`src/rtl/imem_loader_pkg.sv`:
```
// ============================================================================
// Module : imem_loader_pkg
// Brief  : Shared state encoding and big-endian byte-lane helper for imem_loader.
// Rev    : 1.0
// ============================================================================
`default_nettype none

package imem_loader_pkg;

    typedef enum logic [2:0] {
        IDLE   = 3'd0,
        ACCEPT = 3'd1,
        WRITE  = 3'd2,
        DONE   = 3'd3,
        ERR    = 3'd4
    } state_t;

    localparam int BYTES_PER_WORD = 4;

    // Lane 0 is the most significant byte; also usable on the ROM read side.
    function automatic logic [7:0] be_byte(input logic [31:0] word, input logic [1:0] k);
        logic [7:0] b;
        case (k)
            2'd0: b = word[31:24];
            2'd1: b = word[23:16];
            2'd2: b = word[15:8];
            2'd3: b = word[7:0];
        endcase
        return b;
    endfunction

endpackage

`default_nettype wire

```
`src/rtl/imem_loader.sv`:
```
// ============================================================================
// Module : imem_loader
// Brief  : Streams 32-bit words into byte-wide instruction memory, MSB first.
// Rev    : 1.0
// ============================================================================
`default_nettype none

module imem_loader
    import imem_loader_pkg::*;
#(
    parameter int ADDR_W    = 32,
    parameter int MEM_BYTES = 1024
) (
    input  logic              clk,
    input  logic              rst_n,
    input  logic              start,
    input  logic [ADDR_W-1:0] base_addr,
    input  logic              word_valid,
    input  logic [31:0]       word_data,
    input  logic              word_last,
    output logic              word_ready,
    output logic              byte_we,
    output logic [ADDR_W-1:0] byte_addr,
    output logic [7:0]        byte_data,
    output logic              busy,
    output logic              cpu_hold,
    output logic              done,
    output logic              error,
    output logic [ADDR_W-1:0] word_count
);

    localparam logic [ADDR_W:0] LAST_BYTE = (ADDR_W+1)'(MEM_BYTES - 1);

    state_t            state, state_d;
    logic [ADDR_W-1:0] ptr, ptr_d;
    logic [ADDR_W-1:0] count_d;
    logic [1:0]        k, k_d;
    logic [31:0]       word, word_d;
    logic              last, last_d;
    logic [ADDR_W:0]   end_addr;

    // One extra bit so a pointer near 2^ADDR_W can never wrap into range.
    assign end_addr = {1'b0, ptr} + (ADDR_W+1)'(BYTES_PER_WORD - 1);

    always_comb begin
        state_d = state;
        ptr_d   = ptr;
        count_d = word_count;
        k_d     = k;
        word_d  = word;
        last_d  = last;
        case (state)
            IDLE, DONE, ERR: begin
                if (start) begin
                    count_d = '0;
                    if (base_addr[1:0] != 2'b00) begin
                        state_d = ERR;
                    end else begin
                        ptr_d   = base_addr;
                        state_d = ACCEPT;
                    end
                end
            end
            ACCEPT: begin
                if (word_valid) begin
                    word_d = word_data;
                    last_d = word_last;
                    if (end_addr > LAST_BYTE) begin
                        state_d = ERR;
                    end else begin
                        k_d     = 2'd0;
                        state_d = WRITE;
                    end
                end
            end
            WRITE: begin
                if (k == 2'd3) begin
                    ptr_d   = ptr + ADDR_W'(BYTES_PER_WORD);
                    count_d = word_count + ADDR_W'(1);
                    state_d = last ? DONE : ACCEPT;
                end else begin
                    k_d = k + 2'd1;
                end
            end
            default: state_d = IDLE;
        endcase
    end

    // Outputs are decoded from the next state so they come straight from flops.
    always_ff @(posedge clk or negedge rst_n) begin
        if (!rst_n) begin
            state      <= IDLE;
            ptr        <= '0;
            k          <= 2'd0;
            word       <= '0;
            last       <= 1'b0;
            word_count <= '0;
            word_ready <= 1'b0;
            byte_we    <= 1'b0;
            byte_addr  <= '0;
            byte_data  <= '0;
            busy       <= 1'b0;
            done       <= 1'b0;
            error      <= 1'b0;
        end else begin
            state      <= state_d;
            ptr        <= ptr_d;
            k          <= k_d;
            word       <= word_d;
            last       <= last_d;
            word_count <= count_d;
            word_ready <= (state_d == ACCEPT);
            byte_we    <= (state_d == WRITE);
            busy       <= (state_d == ACCEPT) || (state_d == WRITE);
            done       <= (state_d == DONE);
            error      <= (state_d == ERR);
            if (state_d == WRITE) begin
                byte_addr <= ptr_d + ADDR_W'(k_d);
                byte_data <= be_byte(word_d, k_d);
            end
        end
    end

    assign cpu_hold = busy;

endmodule

`default_nettype wire

```
`config.mk`:
```
export PLATFORM = sky130hd
export DESIGN_NAME = imem_loader
export DESIGN_NICKNAME = d
export VERILOG_FILES = /design/src/rtl/imem_loader_pkg.sv /design/src/rtl/imem_loader.sv
export SDC_FILE = /design/constraint.sdc
export NUM_CORES = 1
export LEC_CHECK = 0
export CAP_MARGIN = 5
export CORE_MARGIN = 2
export CORE_UTILIZATION = 55
export DETAILED_ROUTE_END_ITERATION = 7
export PLACE_DENSITY_LB_ADDON = 0.05
export SLEW_MARGIN = 0
export SYNTH_ARGS = -nofsm -noshare
export SYNTH_HDL_FRONTEND = slang
export SYNTH_SLANG_ARGS = --single-unit
```
`constraint.sdc`:
```
create_clock -name clk -period 8.75 [get_ports clk]
set_clock_uncertainty 0.1 [all_clocks]
set_input_delay 1.75 -clock clk [delete_from_list [all_inputs] [get_ports clk]]
set_output_delay 1.75 -clock clk [all_outputs]
set_load 0.02 [all_outputs]
```
==> results of run 1 <==
-- state kept, by name (all words and copies together), names as in the netlist --
| signal | cells |
|---|---|
| last | 1 |
| byte_we | 1 |
| done | 1 |
| word_ready | 1 |
| ptr | 32 |
| word | 32 |
| error | 1 |
| state | 3 |
| word_count | 32 |
| byte_data | 8 |
| k | 2 |
| busy | 1 |
| byte_addr | 32 |
-- cell type report --
type                    count  area, um^2
flip-flops and latches    147        3680
multi-input cells         699        4660
repair buffers            155        1530
clock buffers              19         443
well taps                 211         264
inverters                  22        82.6
fillers                  1206        4500
clock inverters            13         150
-- power breakdown --
group / internal [mW] / switching, mW / total, mW / leakage, nW
logic: 0.176 / 0.202 / 0.378 / 2.27
clock network: 0.432 / 0.298 / 0.730 / 0.278
registers: 0.768 / 0.105 / 0.873 / 1.84
-- cells in the final DEF, fill, tap and decap left out, types with 7 or more instances in the layout --
master	n
nand4_1	26
o211ai_1	12
nor3b_1	8
xnor2_1	26
o21ai_1	20
nand2_1	118
nand3_1	37
nand3b_1	8
mux2i_1	20
clkdlybuf4s50_1	145
buf_4	9
nor2_1	76
nor4_1	15
clkbuf_16	17
and2_1	11
inv_1	21
nor3_1	15
dfrtp_1	147
a21o_1	7
xor2_1	25
a21oi_1	18
a211o_1	7
and4_1	14
mux2_2	34
and3_1	25
a31oi_1	12
o21ai_0	32
-- per-stage QoR --
step | power (mW) | utilization | hold slack (ns) | std cells | instance area (um^2)
after floorplan | 1.11 | - | 0.372 | 929 | 8700
after global placement | 1.24 | 0.667 | 0.362 | 1234 | 10200
after detailed placement | 1.25 | 0.667 | 0.372 | 1234 | 10200
after CTS | 1.98 | 0.706 | 0.388 | 1266 | 10800
after global routing | 2.07 | 0.706 | 0.409 | 1266 | 10800
final | 1.98 | 0.706 | 0.381 | 1266 | 10800
-- logic make-up (layout without fill, tap and decap cells) --
logic type / after synthesis / count (layout)
AOI/OAI and AO/OA: 186 / 186
DFF: 147 / 147
and+or+nand+nor: 401 / 401
adders and majority gates: 7 / 7
muxes: 54 / 54
buffers and inverters: 83 / 209
xor gates and xnor gates: 51 / 51
-- routing by layer --
layer  track usage  vias to the layer above
li1              -                     3620
met1         0.449                     3698
met2         0.420                      341
met3        0.0595                       34
met4        0.0797                        0
met5             0                        -
-- tightest hold or removal path, delay by kind of cell, from the launching register on --
family,cells,cell delay (ns)
compound gates,1,0.06
flops,1,0.34
simple gates,1,0.05
-- worst paths after layout --
path,cells past startpoint,to,from
min reg2reg,2,byte_addr[22]$_DFFE_PN0P_,byte_addr[22]$_DFFE_PN0P_
min in group asynchronous,1,ptr[24]$_DFF_PN0_,rst_n
max,16,byte_addr[31]$_DFFE_PN0P_,ptr[1]$_DFF_PN0_
min,2,byte_addr[22]$_DFFE_PN0P_,byte_addr[22]$_DFFE_PN0P_
max reg2reg,16,byte_addr[31]$_DFFE_PN0P_,ptr[1]$_DFF_PN0_
max in group asynchronous,2,byte_addr[28]$_DFFE_PN0P_,rst_n
==> impl_metrics.py, run 1 <==
metrics = {
    "outcome": {
        "status": "finished clean",
    },
    "yosys": {
        "synth_simple_gate_area_frac": 0.253,
        "yosysSeqAreaShare": 0.423,
        "synth_compound_area_frac": 0.152,
        "synth_area_mm2": 0.00870,
        "ys_warn_count": 0,
        "synthAdderAreaFrac": 0.0109,
        "synth.top_cells.by_area": "dfrtp_1 42%, nand2_1 5.1%, mux2_2 4.4%",
        "syn_inst": 929,
        "syn_nets": 1005,
        "synth-xor-area-share": 0.0514,
        "synth_top_cell_by_area": "dfrtp_1",
        "async_flop_share": 1.00,
        "synth_mux_area_frac": 0.0670,
        "ys_top_cells_by_count": "147 x dfrtp_1, 118 x nand2_1, 76 x nor2_1",
        "synth_top_family_by_area": "simple AND/OR/NAND/NOR gates",
        "netlist.area_leader.share": 0.423,
        "ys_seq_elements": 147,
        "synth_edf_count": 0,
        "synth_most_common_cell": "dfrtp_1",
        "ys.flop_type": "dfrtp_1",
        "synth.distinct_cells": 88,
        "synth.avg_cell_area_um2": 9.36,
    },
    "worst_setup_path": {
        "required_ns": 8.95,
        "crit_family": "simple AND/OR/NAND/NOR gates",
        "critPathArrivalTime_ns": 6.45,
        "crit_chain": "inv_1, ha_1, nand3b_1, nor4_4, nand4bb_1, and3b_1, a311oi_1, nor3b_1, a21oi_1, ha_1, a21oi_1, a211oi_1, nand2b_1, nor4b_2, a211oi_1, a211o_1",
        "end_kind": "flop",
        "crit_fanout": 11,
        "max_stage_delay_ns": 0.85,
        "worstSetupPathType": "flop to flop",
        "critPathBufInv": 1,
        "startpoint_type": "flop",
        "cpMaxStageDelayCell": "nor4b_2",
        "r2r_slack_ns": 2.50,
    },
    "floorplanning": {
        "core_area_mm2": 0.0153,
        "start_util": 0.568,
        "io_pins": 147,
        "num_rows": 45,
        "dieArea_mm2": 0.0168,
        "fp.dieH_um": 130,
        "die_width_um": 130,
    },
    "routing": {
        "drtIter0Drc": 708,
        "routed.top_layer": "met4",
        "dr_wl_met3_mm": 2.03,
        "wl_met1_mm": 11.0,
        "postRouteAntennaNets": 0,
        "via_per_inst": 6.08,
        "drc_errors": 0,
        "first_pass_iters": 5,
        "routed_wl_mm": 24.1,
        "dr_total_vias": 7693,
        "wl_met2_mm": 10.6,
        "wl_per_cell_um": 19.0,
    },
    "global_routing": {
        "antenna_found_initial": 0,
        "grt_max_degree": 103,
        "grt-ovfl-total": 0,
        "grt_pass1_vias": 7182,
        "grtUsageTotal": 0.292,
        "grt_first_pass_wirelength_mm": 38.2,
    },
    "placed_design": {
        "routabilityCongestion": 0.937,
        "dpl.hpwl_mm": 17.4,
        "port_buffers": 146,
        "pre_cts_slack_ns": 2.54,
    },
    "sta": {
        "min_period_over_period": 0.715,
        "fmax_mhz": 160,
        "slew_headroom": 0.372,
        "tightest_slew_ns": 0.942,
        "drv_slew": 0,
        "setup_violations": 0,
        "hold_viol_final": 0,
        "final.setup.tns_ns": 0,
        "rsz0062_at_grt": "no",
        "period_minus_slack_ns": 6.25,
        "worst_slack_ns": 2.50,
    },
    "finish": {
        "nets": 1118,
        "antennaDiodeCount": 0,
        "layout-drive-gt1-share": 0.100,
        "area_growth_pct": 24.3,
    },
    "clock_tree": {
        "cts_resized": 0,
        "cts-hold-fix-buffers": 0,
        "cts_root_buffer": "clkbuf_16",
        "clkTransAtPathRegs_ns": 0.06,
        "cts-buffers-inserted": 17,
        "htreeDepth": 4,
        "clkSinkCount": 147,
        "cts_tree": "done",
        "insertion_delay_ns": 0.42,
        "cts_setup_buffers": 0,
        "clockBufferDepth": 2,
    },
    "power": {
        "p_per_area_mw_per_mm2": 183,
        "leakage_nw": 4.38,
        "irDropWorstVdd_mv": 0.150,
    },
    "worst_hold_path": {
        "hold_path_class": "flop to flop",
    },
    "run": {
        "cap_violations": 0,
    },
}
Power figures use the tool's default switching activity.
==> inputs of run 2 (changes only) <==
- CORE_UTILIZATION: 55 -> 54
- clock period: 8.75 -> 6.4 ns (I/O delays scaled with it)
==> run 2 against run 1 <==
Against the previous run:
- count of clock-buffer cells in the layout did not move
- final cell count rose by 0.71%
- register-to-register slack got worse by 1.2 ns
- largest cell class unchanged
==> impl_metrics.py, run 2 (synthesis gave the netlist of run 1 again) <==
metrics = {
    "worst_setup_path": {
        "required_ns": 6.58,
        "worstSetupPathType": "flop to flop",
        "end_kind": "flop",
        "critPathLaunch": "ptr[1]$_DFF_PN0_",
        "startpoint_type": "flop",
        "critPathArrivalTime_ns": 5.31,
        "crit_fanout": 10,
        "r2r_start": "ptr[1]$_DFF_PN0_",
    },
    "sta": {
        "tightest_slew_ns": 0.973,
        "period_minus_slack_ns": 5.12,
        "drv_slew": 0,
        "setup_violations": 0,
        "min_period_over_period": 0.801,
        "slew_headroom": 0.351,
        "fmax_mhz": 195,
        "final.setup.tns_ns": 0,
        "rsz0062_at_grt": "no",
        "hold_viol_final": 0,
    },
    "clock_tree": {
        "cts-buffers-inserted": 17,
        "cts_setup_buffers": 0,
        "clockBufferDepth": 2,
        "cts_root_buffer": "clkbuf_16",
        "cts-hold-fix-buffers": 0,
        "clkSinkCount": 147,
        "clkTransAtPathRegs_ns": 0.06,
        "cts_tree": "done",
        "htreeDepth": 4,
        "insertion_delay_ns": 0.42,
        "cts_resized": 0,
    },
    "routing": {
        "drc_errors": 0,
        "postRouteAntennaNets": 0,
        "wl_per_cell_um": 19.3,
        "routed_wl_mm": 24.6,
        "via_per_inst": 6.10,
        "drtIter0Drc": 835,
        "first_pass_iters": 6,
        "dr_total_vias": 7779,
    },
    "global_routing": {
        "grt_first_pass_wirelength_mm": 38.6,
        "grtUsageTotal": 0.292,
        "grt_pass1_vias": 7230,
        "grt-ovfl-total": 0,
        "antenna_found_initial": 0,
        "grt_max_degree": 105,
    },
    "worst_hold_path": {
        "hold_path_class": "flop to flop",
        "hp-start": "byte_addr[23]$_DFFE_PN0P_",
    },
    "floorplanning": {
        "start_util": 0.549,
        "fp.dieH_um": 131,
        "num_rows": 46,
        "core_area_mm2": 0.0158,
        "io_pins": 147,
        "die_width_um": 131,
        "dieArea_mm2": 0.0171,
    },
    "placed_design": {
        "place_inst": 1243,
        "dpl.hpwl_mm": 17.7,
        "port_buffers": 146,
        "routabilityCongestion": 1.10,
    },
    "finish": {
        "fillers": 1257,
        "instances_no_fill": 1275,
        "area_growth_pct": 25.7,
        "nets": 1122,
        "most-common-layout-cells": "147 x dfrtp_1, 145 x clkdlybuf4s50_1, 118 x nand2_1",
        "antennaDiodeCount": 0,
        "layout-drive-gt1-share": 0.105,
        "final_common_cell": "dfrtp_1",
    },
    "power": {
        "power.total_mw": 2.85,
        "leakage_nw": 4.45,
        "p_per_area_mw_per_mm2": 261,
        "irDropWorstVdd_mv": 0.201,
    },
    "run": {
        "cap_violations": 0,
    },
    "outcome": {
        "status": "finished clean",
    },
}
-- run 2: cell types whose count changed in the layout (fill, tap and decap cells not counted) --
cell and delta:
clkinv_4 -1, inv_8 +1, bufinv_16 +3, clkbuf_8 +1, clkbuf_1 -1, clkinvlp_4 -3, buf_4 +4
-- run 2: worst paths after layout --
kind	to	slack, ns	cells past startpoint
max in group asynchronous	word_count[12]$_DFFE_PN0P_	4.14	2
setup / recovery	byte_addr[30]$_DFFE_PN0P_	1.28	16
setup reg to reg	byte_addr[30]$_DFFE_PN0P_	1.28	16
hold / removal	byte_addr[23]$_DFFE_PN0P_	0.38	2
min in group asynchronous	ptr[30]$_DFF_PN0_	0.86	1
hold reg to reg	byte_addr[23]$_DFFE_PN0P_	0.38	2
-- run 2: report_power, final --
| group | leakage [nW] | switching (mW) | total (mW) | internal (mW) |
|---|---|---|---|---|
| logic | 2.29 | 0.280 | 0.521 | 0.241 |
| registers | 1.84 | 0.142 | 1.19 | 1.05 |
| clock network | 0.328 | 0.418 | 1.14 | 0.721 |
| total | 4.45 | 0.840 | 2.85 | 2.01 |
-- run 2: area by class of cell --
| class | instances | area, um^2 | area share |
|---|---|---|---|
| Clock buffer | 19 | 453 | 0.0414 |
| Sequential cell | 147 | 3680 | 0.337 |
| Tap cell | 216 | 270 | 0.0247 |
| Clock inverter | 13 | 220 | 0.0201 |
| Timing Repair Buffer | 159 | 1560 | 0.143 |
| Inverter | 22 | 82.6 | 0.00756 |
| Multi-Input combinational cell | 699 | 4660 | 0.427 |
-- run 2: metrics by stage --
| stage | hold slack (ns) | utilization | setup slack [ns] | cell area [um^2] |
|---|---|---|---|---|
| 4_1_cts | 0.388 | 0.691 | 1.27 | 10900 |
| 3_3_place_gp | 0.361 | 0.648 | 1.44 | 10300 |
| 5_1_grt | 0.409 | 0.691 | 0.948 | 10900 |
| 6_report | 0.384 | 0.691 | 1.28 | 10900 |
| 2_1_floorplan | 0.372 | - | 1.78 | 8700 |
| 3_5_place_dp | 0.374 | 0.648 | 1.25 | 10300 |
-- run 2: critical path: stages, from the launching register on --
cell and delay [ns]:
dfrtp_1 0.38, inv_1 0.09, ha_1 0.23, nand3b_1 0.35, nor4_4 0.51, nand4_1 0.14
and4_1 0.21, o2111ai_1 0.28, nor3b_1 0.09, buf_4 0.16, a21oi_1 0.67, fa_1 0.35
nand3_1 0.14, or2_2 0.43, nor4b_4 0.53, and4_1 0.28, o31ai_2 0.06
-- run 2: metal layers --
layer | vias up | routed length [um] | GRT usage
met5 | - | 0 | 0
met4 | 0 | 461 | 0.0876
met3 | 51 | 1950 | 0.0627
met2 | 371 | 10900 | 0.430
met1 | 3733 | 11300 | 0.434
li1 | 3624 | - | -
==> inputs of run 3 (changes only) <==
- CORE_UTILIZATION: 54 -> 49
- clock period: 6.4 -> 4.41 ns (I/O delays scaled with it)
==> run 3 against run 2 <==
Against the previous run:
- first-iteration DRC count fell by 18%
- via count increased by 1.7%
- worst hold slack hardly changed
- critical path depth rose by 2
- register-to-register slack got worse by 1.1 ns
- critical endpoint is now byte_addr[31]$_DFFE_PN0P_
- clock power up 22%
- die area increased by 9.9%
- count of clock-buffer cells in the layout is 1 lower
==> impl_metrics.py, run 3 (synthesis gave the netlist of run 1 again) <==
metrics = {
    "outcome": {
        "status": "finished clean",
    },
    "power": {
        "power.total_mw": 3.95,
        "p_per_area_mw_per_mm2": 345,
        "leakage_nw": 4.77,
        "internal-power_mw": 2.70,
        "p_sw_mw": 1.25,
        "seqPwrFrac": 0.417,
        "clkPwrFrac": 0.352,
        "p_sw_frac": 0.316,
        "p_comb_frac": 0.231,
        "irDropWorstVdd_mv": 0.254,
    },
    "placed_design": {
        "dpl.hpwl_mm": 19.1,
        "port_buffers": 146,
        "place_inst": 1316,
        "post_dp_cell_area_mm2": 0.0108,
        "routabilityCongestion": 1.01,
        "pre_cts_slack_ns": 0.0675,
    },
    "worst_setup_path": {
        "r2r_start": "ptr[0]$_DFF_PN0_",
        "end_kind": "flop",
        "critPathArrivalTime_ns": 4.41,
        "worstSetupPathType": "flop to flop",
        "required_ns": 4.63,
        "startpoint_type": "flop",
        "reg2regPathDepth": 18,
        "crit_fanout": 11,
        "critPathLaunch": "ptr[0]$_DFF_PN0_",
    },
    "floorplanning": {
        "core_area_mm2": 0.0173,
        "fp.dieH_um": 137,
        "start_util": 0.503,
        "num_rows": 48,
        "dieArea_mm2": 0.0188,
        "io_pins": 147,
        "die_width_um": 137,
    },
    "clock_tree": {
        "htreeDepth": 4,
        "cts_tree": "done",
        "clkSinkCount": 147,
        "insertion_delay_ns": 0.43,
        "clkTransAtPathRegs_ns": 0.07,
        "clockBufferDepth": 2,
        "cts_root_buffer": "clkbuf_16",
        "cts-buffers-inserted": 17,
    },
    "sta": {
        "setup_violations": 0,
        "slew_headroom": 0.453,
        "period_minus_slack_ns": 4.19,
        "worst_slack_ns": 0.216,
        "min_period_over_period": 0.951,
        "hold_viol_final": 0,
        "whs_ns": 0.383,
        "drv_slew": 0,
        "tightest_slew_ns": 0.821,
        "final.setup.tns_ns": 0,
        "fmax_mhz": 238,
    },
    "global_routing": {
        "use_met1": 0.418,
        "antenna_found_initial": 0,
        "grt_max_degree": 89,
        "grt_pass1_vias": 7429,
        "grt_use_met2": 0.407,
        "grtUsageTotal": 0.281,
        "grt-ovfl-total": 0,
        "grt_first_pass_wirelength_mm": 40.5,
        "grtUsageMet3": 0.0548,
        "busiest_layer": "met1",
    },
    "routing": {
        "first_pass_iters": 5,
        "routed_wl_mm": 26.1,
        "via_per_inst": 5.84,
        "drc_errors": 0,
        "wl_per_cell_um": 19.3,
        "postRouteAntennaNets": 0,
        "dr_total_vias": 7909,
        "drtIter0Drc": 687,
    },
    "worst_hold_path": {
        "hold_path_class": "flop to flop",
        "hp-start": "byte_addr[11]$_DFFE_PN0P_",
        "whs_path_depth": 2,
    },
    "finish": {
        "layout-drive-gt1-share": 0.172,
        "final_common_cell": "dfrtp_1",
        "instances_no_fill": 1354,
        "area_growth_pct": 31.7,
        "antennaDiodeCount": 0,
        "fin_util": 0.662,
        "nets": 1193,
        "fin_area_mm2": 0.0115,
        "most-common-layout-cells": "147 x dfrtp_1, 145 x clkdlybuf4s50_1, 118 x nand2_1",
    },
    "run": {
        "cap_violations": 0,
    },
}
run 3: worst max-delay path: stages (launching register included):
cell       delay [ns]
dfrtp_1          0.34
inv_1            0.07
ha_1             0.22
nand3b_1         0.29
nor4_4           0.38
buf_4            0.19
and3_1           0.15
o2111a_1         0.19
o2111ai_2        0.15
nor3b_2          0.27
a21oi_2          0.11
ha_1             0.33
a21oi_2          0.08
a211oi_2         0.21
nand2b_1         0.16
nor4b_2          0.25
buf_4            0.21
a211oi_1         0.08
a211o_1          0.29
run 3: worst paths after layout:
check | endpoint | slack, ns
worst max-delay path | byte_addr[31]$_DFFE_PN0P_ | 0.22
worst min-delay path | byte_addr[11]$_DFFE_PN0P_ | 0.38
worst max register to register | byte_addr[31]$_DFFE_PN0P_ | 0.22
worst min register to register | byte_addr[11]$_DFFE_PN0P_ | 0.38
max in group asynchronous | word_count[11]$_DFFE_PN0P_ | 2.97
min in group asynchronous | byte_addr[11]$_DFFE_PN0P_ | 0.41
run 3: what timing repair did:
| action | in CTS | in global routing |
|---|---|---|
| hold buffers | 0 | 0 |
| setup endpoints to repair | 0 | 25 |
| setup buffers | 0 | 7 |
| gates resized for setup | 0 | 15 |
run 3: routing by layer:
| layer | share of wire | up-vias |
|---|---|---|
| met5 | 0 | - |
| met4 | 0.019 | 0 |
| li1 | - | 3768 |
| met2 | 0.44 | 314 |
| met3 | 0.064 | 39 |
| met1 | 0.47 | 3788 |
run 3: layout make-up:
type	count	area [um^2]
Clock buffer	18	439
Multi-Input combinational cell	699	4730
Inverter	22	82.6
Sequential cell	147	3680
Tap cell	225	282
Timing Repair Buffer	230	2130
Clock inverter	13	115
Fill cell	1475	5840
run 3: power by group through the flow:
stage / combinational, mW / clock (mW) / sequential (mW)
after CTS: 0.900 / 1.41 / 1.64
after global routing: 0.991 / 1.48 / 1.67
after detailed placement: 0.895 / 0 / 1.67
after floorplan: 0.580 / 0 / 1.62
final: 0.914 / 1.39 / 1.65
after global placement: 0.889 / 0 / 1.66
